<file path="config.mk">
export PLATFORM = sky130hd
export DESIGN_NAME = ps2_tx_frame_shifter
export DESIGN_NICKNAME = d
export VERILOG_FILES = /design/src/rtl/ps2_tx_frame_shifter.sv
export SDC_FILE = /design/constraint.sdc
export NUM_CORES = 1
export LEC_CHECK = 0
export CAP_MARGIN = 20
export CORE_MARGIN = 1
export CORE_UTILIZATION = 60
export DETAILED_ROUTE_END_ITERATION = 10
export HOLD_SLACK_MARGIN = 0.03
export PLACE_DENSITY = 0.84
export SYNTH_ARGS = -nofsm -noshare
export SYNTH_HDL_FRONTEND = slang
export SYNTH_SLANG_ARGS = --single-unit
</file>
<file path="constraint.sdc">
create_clock -name Clk -period 4.05 [get_ports Clk]
set_clock_uncertainty 0.1 [all_clocks]
set_input_delay 0.81 -clock Clk [delete_from_list [all_inputs] [get_ports Clk]]
set_output_delay 0.81 -clock Clk [all_outputs]
set_load 0.1 [all_outputs]
</file>
<file path="src/rtl/ps2_tx_frame_shifter.sv">
// PS/2 host-to-device frame shifter.
// Builds the frame from the payload: start bit, data LSB first, optional parity,
// stop bit(s). One bit is presented on Q for each ShiftEn slot. An optional
// acknowledge slot follows the frame, and a watchdog ends a frame whose strobes
// stop arriving.
//
// state | meaning
// ------+---------------------------------------------------------------
// IDLE  | line released (Q=1), Ready asserted, Done pulses here for one cycle
// SHIFT | frame bits driven on Q, one per ShiftEn
// ACK   | line released, next ShiftEn samples AckIn as the device acknowledge
module ps2_tx_frame_shifter #(
  parameter int DATA_BITS      = 8,
  parameter int PARITY_EN      = 1,
  parameter int PARITY_ODD     = 1,
  parameter int STOP_BITS      = 1,
  parameter int ACK_EN         = 1,
  parameter int TIMEOUT_CYCLES = 65535
) (
  input  logic                 Clk,
  input  logic                 nReset,
  input  logic                 Load,
  input  logic [DATA_BITS-1:0] Data,
  input  logic                 ShiftEn,
  input  logic                 AckIn,
  input  logic                 Abort,
  output logic                 Q,
  output logic                 Ready,
  output logic                 Busy,
  output logic                 Done,
  output logic                 AckErr,
  output logic                 TimeoutErr
);

  localparam int FRAME_BITS = 1 + DATA_BITS + PARITY_EN + STOP_BITS;
  // The start bit is always 0, so only the bits after it are stored.
  localparam int TAIL_BITS  = FRAME_BITS - 1;
  localparam int IDX_W      = $clog2(FRAME_BITS);
  localparam int TMO_W      = (TIMEOUT_CYCLES > 1) ? $clog2(TIMEOUT_CYCLES) : 1;
  localparam logic [IDX_W-1:0] IDX_LAST = IDX_W'(FRAME_BITS - 1);
  localparam logic [TMO_W-1:0] TMO_LAST = TMO_W'((TIMEOUT_CYCLES > 0) ? TIMEOUT_CYCLES - 1 : 0);
  localparam bit TMO_EN   = (TIMEOUT_CYCLES > 0);
  localparam bit ACK_SLOT = (ACK_EN != 0);

  typedef enum logic [1:0] {
    IDLE  = 2'd0,
    SHIFT = 2'd1,
    ACK   = 2'd2
  } state_t;

  state_t               state;
  logic [TAIL_BITS-1:0] tail_r;
  logic [TAIL_BITS-1:0] tail_load;
  logic [IDX_W-1:0]     bit_idx;
  logic [TMO_W-1:0]     tmo_cnt;
  logic                 parity_bit;
  logic                 tmo_hit;

  assign Ready   = (state == IDLE);
  assign Busy    = (state == SHIFT) || (state == ACK);
  // The watchdog fires on the clock that would bring the count to TIMEOUT_CYCLES.
  assign tmo_hit = TMO_EN && (tmo_cnt == TMO_LAST);

  // Assemble the post-start part of the frame: data, parity, stop ones.
  always_comb begin
    parity_bit = (PARITY_ODD != 0) ? ~(^Data) : (^Data);
    tail_load = '1;
    tail_load[DATA_BITS-1:0] = Data;
    if (PARITY_EN != 0) tail_load[DATA_BITS] = parity_bit;
  end

  // Frame sequencer: Abort beats ShiftEn, and ShiftEn beats the watchdog.
  always_ff @(posedge Clk) begin
    if (!nReset) begin
      state      <= IDLE;
      tail_r     <= '1;
      bit_idx    <= '0;
      tmo_cnt    <= '0;
      Q          <= 1'b1;
      Done       <= 1'b0;
      AckErr     <= 1'b0;
      TimeoutErr <= 1'b0;
    end else begin
      Done <= 1'b0;
      if (Abort) begin
        state   <= IDLE;
        Q       <= 1'b1;
        bit_idx <= '0;
        tmo_cnt <= '0;
      end else begin
        case (state)
          IDLE: begin
            if (Load) begin
              tail_r     <= tail_load;
              bit_idx    <= '0;
              tmo_cnt    <= '0;
              AckErr     <= 1'b0;
              TimeoutErr <= 1'b0;
              Q          <= 1'b0;
              state      <= SHIFT;
            end
          end
          SHIFT: begin
            if (ShiftEn) begin
              tmo_cnt <= '0;
              if (bit_idx == IDX_LAST) begin
                Q       <= 1'b1;
                bit_idx <= '0;
                if (ACK_SLOT) begin
                  state <= ACK;
                end else begin
                  state <= IDLE;
                  Done  <= 1'b1;
                end
              end else begin
                bit_idx <= bit_idx + IDX_W'(1);
                Q       <= tail_r[0];
                tail_r  <= {1'b1, tail_r[TAIL_BITS-1:1]};
              end
            end else if (tmo_hit) begin
              state      <= IDLE;
              Q          <= 1'b1;
              bit_idx    <= '0;
              tmo_cnt    <= '0;
              TimeoutErr <= 1'b1;
              Done       <= 1'b1;
            end else if (TMO_EN) begin
              tmo_cnt <= tmo_cnt + TMO_W'(1);
            end
          end
          ACK: begin
            if (ShiftEn) begin
              AckErr  <= AckIn;
              state   <= IDLE;
              tmo_cnt <= '0;
              Done    <= 1'b1;
            end else if (tmo_hit) begin
              state      <= IDLE;
              tmo_cnt    <= '0;
              TimeoutErr <= 1'b1;
              Done       <= 1'b1;
            end else if (TMO_EN) begin
              tmo_cnt <= tmo_cnt + TMO_W'(1);
            end
          end
          default: begin
            state <= IDLE;
            Q     <= 1'b1;
          end
        endcase
      end
    end
  end

endmodule

</file>
Word-level counts from Yosys, hierarchy flattened
Cells that the tools add are included.
{"block": "op_classes", "muxes": 32, "bitwise": 4, "eq_ne": 12, "add_sub_neg": 2, "reduce_logical": 15}
{"op": "16-bit two-way mux", "count": 3}
{"op": "16-bit case mux with 2 select lines", "count": 1}
{"op": "10-bit two-way mux", "count": 3}
{"op": "10-bit case mux with 2 select lines", "count": 1}
{"op": "16-bit by 1-bit adder with 16-bit output, second input constant", "count": 1}
{"op": "16-bit == test, second input constant", "count": 1}
{"op": "4-bit two-way mux", "count": 4}
{"op": "2-bit two-way mux", "count": 5}
{"op": "2-bit != test, second input constant", "count": 5}
{"op": "5-bit AND reduction", "count": 2}
{"op": "1-bit two-way mux", "count": 9}
{"op": "4-bit case mux with 2 select lines", "count": 1}
{"op": "8-bit parity", "count": 1}
{"op": "1-bit case mux with 2 select lines", "count": 3}
{"op": "2-bit case mux with 3 select lines", "count": 1}
{"op": "3-bit AND reduction", "count": 2}
{"op": "2-bit nonzero test", "count": 3}
{"op": "4-bit by 1-bit adder with 4-bit output, second input constant", "count": 1}
{"op": "4-bit == test, second input constant", "count": 1}
{"op": "1-bit NOT", "count": 4}
{"op": "2-bit AND reduction", "count": 2}
{"op": "4-bit AND reduction", "count": 1}
{"op": "2-bit OR reduction", "count": 2}
{"op": "3-bit by 2-bit != test with 1-bit output, second input constant", "count": 1}
{"op": "7 further kinds", "count": 7}
{"block": "totals", "in_bits": 14, "wordCells": 73, "ff_bits": 36, "output_inout_bits": 6}

Depth between registers and ports, before layout
{"block": "logic_depth", "ltp_word": 4, "mapped_depth": 10, "ltp_nobuf": 7}

Worst setup path before layout
OpenSTA, ideal clock, no wires.
{"block": "synth_timing", "path_type": "register to register", "from": "reg state[0]", "to": "reg TimeoutErr", "n_path_buf": 2, "setup_ns": 0.121, "t_arrival_ns": 2.381, "stages_incl_launch_ff": 10, "required_time_ns": 3.829, "slack_ns": 1.448, "cell_sequence": "dfxtp_1 inv_1 ha_1 nand2b_1 or2b_1 buf_2 buf_1 nor3_1 a21oi_1 nor2_1"}
{"block": "synth_via", "elab_cells_between_ends": 10, "cone_classes": "eq/ne: 5; mux: 1; reduce/logical: 4"}
{"element": "from (decl)", "line": "51", "source": "state_t state;"}
{"element": "from (signal assigned)", "line": "75", "source": "state <= IDLE;"}
{"element": "from (signal assigned)", "line": "86", "source": "state <= IDLE;"}
{"element": "from (signal assigned)", "line": "100", "source": "state <= SHIFT;"}
{"element": "2-bit zero test (*)"}
{"element": "net Ready", "line": "28", "source": "output logic Ready,"}
{"element": "2-bit != test (no source line) or 2-bit nonzero test (tied branches)"}
{"element": "5-bit AND reduction (no source line)"}
{"element": "to (signal assigned)", "line": "82", "source": "TimeoutErr <= 1'b0;"}
{"element": "to (signal assigned)", "line": "98", "source": "TimeoutErr <= 1'b0;"}
{"element": "to (signal assigned)", "line": "125", "source": "TimeoutErr <= 1'b1;"}
{"element": "to (decl)", "line": "32", "source": "output logic TimeoutErr"}
Mark *: on every way through the listed nets, which the timed path passes. The rest lies on a longest branch.
A chain may end at the register's enable or synchronous reset.

Final worst setup path
{"block": "layout_timing", "from": "reg AckErr", "to": "out AckErr"}
{"element": "from (decl)", "line": "31", "source": "output logic AckErr,"}
{"element": "from (signal assigned)", "line": "133", "source": "AckErr <= AckIn;"}
No word-level cell between the ends.

==> flow_results.org <==
** Status
- The flow ran to the end, and the final reports show no timing, DRC or antenna violations.

** Placed design
- Placed wire-length estimate :: 2778 um
- Total of buffers placed on input and output ports :: 19
- Global placer's final weighted congestion :: between 0.8 and 0.9
- Once placement completed, the tool counted placed cells totaling approximately 280.

** Critical path
- The worst setup path is launched from a register.
- The startpoint identified for the worst register-to-register timing path is state[0].
- The critical path goes through clkdlybuf4s50_1.
- Req. time, crit path :: ~3.1 ns
- Counting both buffers and inverters, the worst setup path holds a total of 1.
- Setup slack on the worst reg-to-reg path comes out at approximately 1.7 ns.
- Maximum fanout count along the critical path :: 2
- STA puts the critical path data arrival time at about 1.9 ns.
- Cell with the largest stage delay on the worst path :: clkdlybuf4s50_1
- Kind of critical path :: reg2out
- Sort of element at the end of the critical path :: output pin
- Startpoint of the worst setup timing path :: AckErr
- Delay of the slowest critical-path stage :: ~1.1 ns
- Broken down by cell family, the worst path's largest delay share belongs to buffers and inverters.
- For the worst flop-to-flop path, the logic depth is 6.
- In this run the critical register-to-register path is captured at tmo_cnt[5].

** Detailed routing
- Average wire length per cell after detail routing :: between 10 and 15 um
- After the first detailed-routing iteration, the DRC count stood at between 90 and 100.
- In the routed design, unresolved DRC markers number 0.
- In this run the top signal layer used is met4.
- First drt pass iteration count :: 4
- After detailed routing, the met2 layer carries 1621 um of wire.
- After detailed routing, the wire length on met1 is slightly below 2000 um.
- The count of nets left with antenna violations once routing finished came out at 0.
- Wires add up to between 3000 and 4000 um.
- Vias post-DR :: roughly 1600
- Vias per cell :: 5.713
- Sum of met3 wire segment lengths after detailed routing :: between 200 and 250 um

** Cells and area
- Most common cell after layout, fill and taps aside :: dfxtp_1
- In the layout the commonest cells are 35 x dfxtp_1, 21 x nand2_1, 20 x nor2_1, 17 x clkdlybuf4s50_1, 16 x nand3_1.
- Post-layout utilization of the core :: 71.35%
- Antenna Cells :: 0
- Final instance count without filler cells :: approximately 290
- The multi-input combinational cells in the finished layout cover a total of about 0.0012 sq mm.
- In the final layout, flip-flops and latches occupy between 700 and 800 sq um.
- Cells with a size suffix above 1 make up between 8 and 9% of the layout.
- # nets final :: approximately 260
- Compared with the post-synthesis result, the final layout area differs by 12.83%.
- Fillcell total :: 260

** Die
- Starting density of the core :: between 60% and 70%
- The initialized floorplan defines 20 standard-cell rows.
- Total die area :: between 0.003 and 0.004 sq mm
- Std-Cell Core Area :: slightly above 0.003 sq mm
- Number of ports placed on the die boundary :: 20
- Die Y-Extent :: between 50 and 60 um
- Die extent in x :: just under 60 um

** Synth
- Sequential cell area fraction in the yosys report :: a little over a third
- Top flip-flop cell by instance count after synthesis :: dfxtp_1
- Yosys printed 0 warnings.
- The synthesized design spends more area on one cell type than any other, namely dfxtp_1.
- Fraction of synthesis flops using an asynchronous set or reset pin :: 0%
- Post-synth EDFFs :: 0
- Share of Yosys cell area claimed by the top area cell type :: about 36%
- Number of synthesized register bits :: 35
- In this run the cell area of the synthesized design comes to about 0.0019 sq mm.
- Leading cell types by total area after synthesis :: dfxtp_1 36%, ha_1 5.2%, xnor2_1 4.5%
- Syn nets :: approximately 250
- After synthesis, the mean cell area works out to 8.580 sq um.
- Mapped Cells :: 225
- Synth cell types :: 45

** Global route
- Global-route wire length before repair :: around 6600 um
- Entering global routing, the biggest net connects 19 pins.
- Number of global-route vias before repair :: 1492
- The number of antenna violations at the first check in global routing was 0.
- Overall global routing resource usage :: ~25%
- Residual overflow from global routing :: 0

** Timing
- Total negative setup slack :: 0 ns
- Number of slew-limit violations in the final report :: 0
- Min Clock Period, post-route :: ~2.8 ns
- Measured against its own limit, the worst slew margin works out to around a third.
- Of the available clock period, the critical path in the final layout requires 68.47%.
- Transition time of the tightest slew-check pin :: between 0.9 and 1 ns
- Achievable frequency :: 360.6 MHz
- Setup repair after global routing left no endpoint under its margin.
- The count of final hold-check violations is 0.
- Final count of negative-setup-slack endpoints :: 0

** Worst hold path
- Classification of the worst-slack hold path :: reg2reg
- Hold Startpoint :: tail_r[2]
- Terminating pin of the worst hold path :: tail_r[2]
- Along the worst hold path, the cell count comes to 2.

** Clocking
- Clock-pin slew was measured on the worst setup and hold paths at 0.11 ns.
- Clock latency at the later pin of the worst-skew pair :: ~0.35 ns
- Number of sinks driven by the clock tree :: 35
- Post-CTS timing repair inserted 0 buffers for setup.
- In this run the deepest clock path goes through 2 buffers.
- Counting the buffers created by CTS gives 5.
- Number of H-tree levels :: 2
- Clock tree from TritonCTS :: built
- In this run, post-CTS repair resized a total of 0 instances.
- CTS placed an instance of clkbuf_4 at the clock tree root.
- Buffers inserted to repair hold after CTS numbered 0.

** Pwr
- Overall power consumption after layout is estimated at ~670 uW.
- Largest voltage drop on the vdd net :: 0.0002750 V
- Power per Cell Area :: 305.7 mW/mm^2
- In this run the static leakage power is 0.7797 nW.

** Flow run
- Across the run, the number of max-cap violations was 0.
-- sequential cells by signal, indices dropped and copies added, names as in the netlist --
signal	count
TimeoutErr	1
bit_idx	4
tail_r	9
tmo_cnt	16
AckErr	1
Done	1
Q	1
state	2
-- synth_stat cells (3+ instances only) --
| cell type | count |
|---|---|
| dfxtp_1 | 35 |
| nand2_1 | 21 |
| nor2_1 | 20 |
| nand3_1 | 16 |
| xnor2_1 | 10 |
| a21oi_1 | 9 |
| o211ai_1 | 9 |
| ha_1 | 8 |
| mux2i_1 | 8 |
| nor2b_1 | 7 |
| nor3_1 | 7 |
| a31oi_1 | 6 |
| xor2_1 | 6 |
| inv_1 | 5 |
| nand4_1 | 5 |
| buf_2 | 4 |
| clkbuf_1 | 4 |
| nand2b_1 | 4 |
| o21ai_0 | 4 |
| nor4_1 | 3 |
| o31ai_1 | 3 |
-- power by group --
part,switching [mW],internal (mW)
clock,0.120,0.0677
sequential,0.00557,0.354
combinational,0.0719,0.0463
total,0.198,0.468
-- cell type report --
type,instances,share of cell area [%]
Multi-Input combinational cell,174,53.30
Sequential cell,35,32.17
Timing Repair Buffer,20,8.845
Tap cell,44,2.527
Clock buffer,7,2.068
Inverter,5,0.8616
Clock inverter,1,0.2298
-- per-stage QoR --
step | cell area [sq um] | hold WS (ns) | worst slack (ns)
2_1_floorplan | 1931 | 0.3498 | 1.448
3_3_place_gp | 2128 | 0.3688 | 1.167
3_5_place_dp | 2128 | 0.3747 | 1.088
4_1_cts | 2178 | 0.3950 | 1.273
5_1_grt | 2178 | 0.4207 | 1.228
6_report | 2178 | 0.3922 | 1.277
-- metal layers --
layer	global-route usage, %	up-vias
met5	0	-
met1	34.06	739
li1	-	841
met3	6.813	12
met2	37.82	42
met4	12.24	0
-- cell families (layout without fill, tap and decap cells) --
kind of cell             Yosys count  count (layout)  share of synthesized area (%)
AO/OA/AOI/OAI                     40              40                          14.39
XOR/XNOR                          16              16                          7.258
multiplexers                       9               9                          4.731
adder cells (fa/ha/maj)            8               8                          5.185
buffers and inverters             16              33                          3.565
flip-flops                        35              35                          36.29
AND/OR/NAND/NOR                  101             101                          28.58
-- worst max-delay path by stage --
stage | endpoint | slack [ns] | cells past startpoint
floorplan | TimeoutErr | 1.45 | 9
CTS | AckErr | 1.27 | 1
finish | AckErr | 1.28 | 1
global route | AckErr | 1.23 | 1
global placement | tail_r[8] | 1.17 | 6
detailed placement | tail_r[8] | 1.09 | 6
No activity file was read; power rests on OpenSTA's default activity.
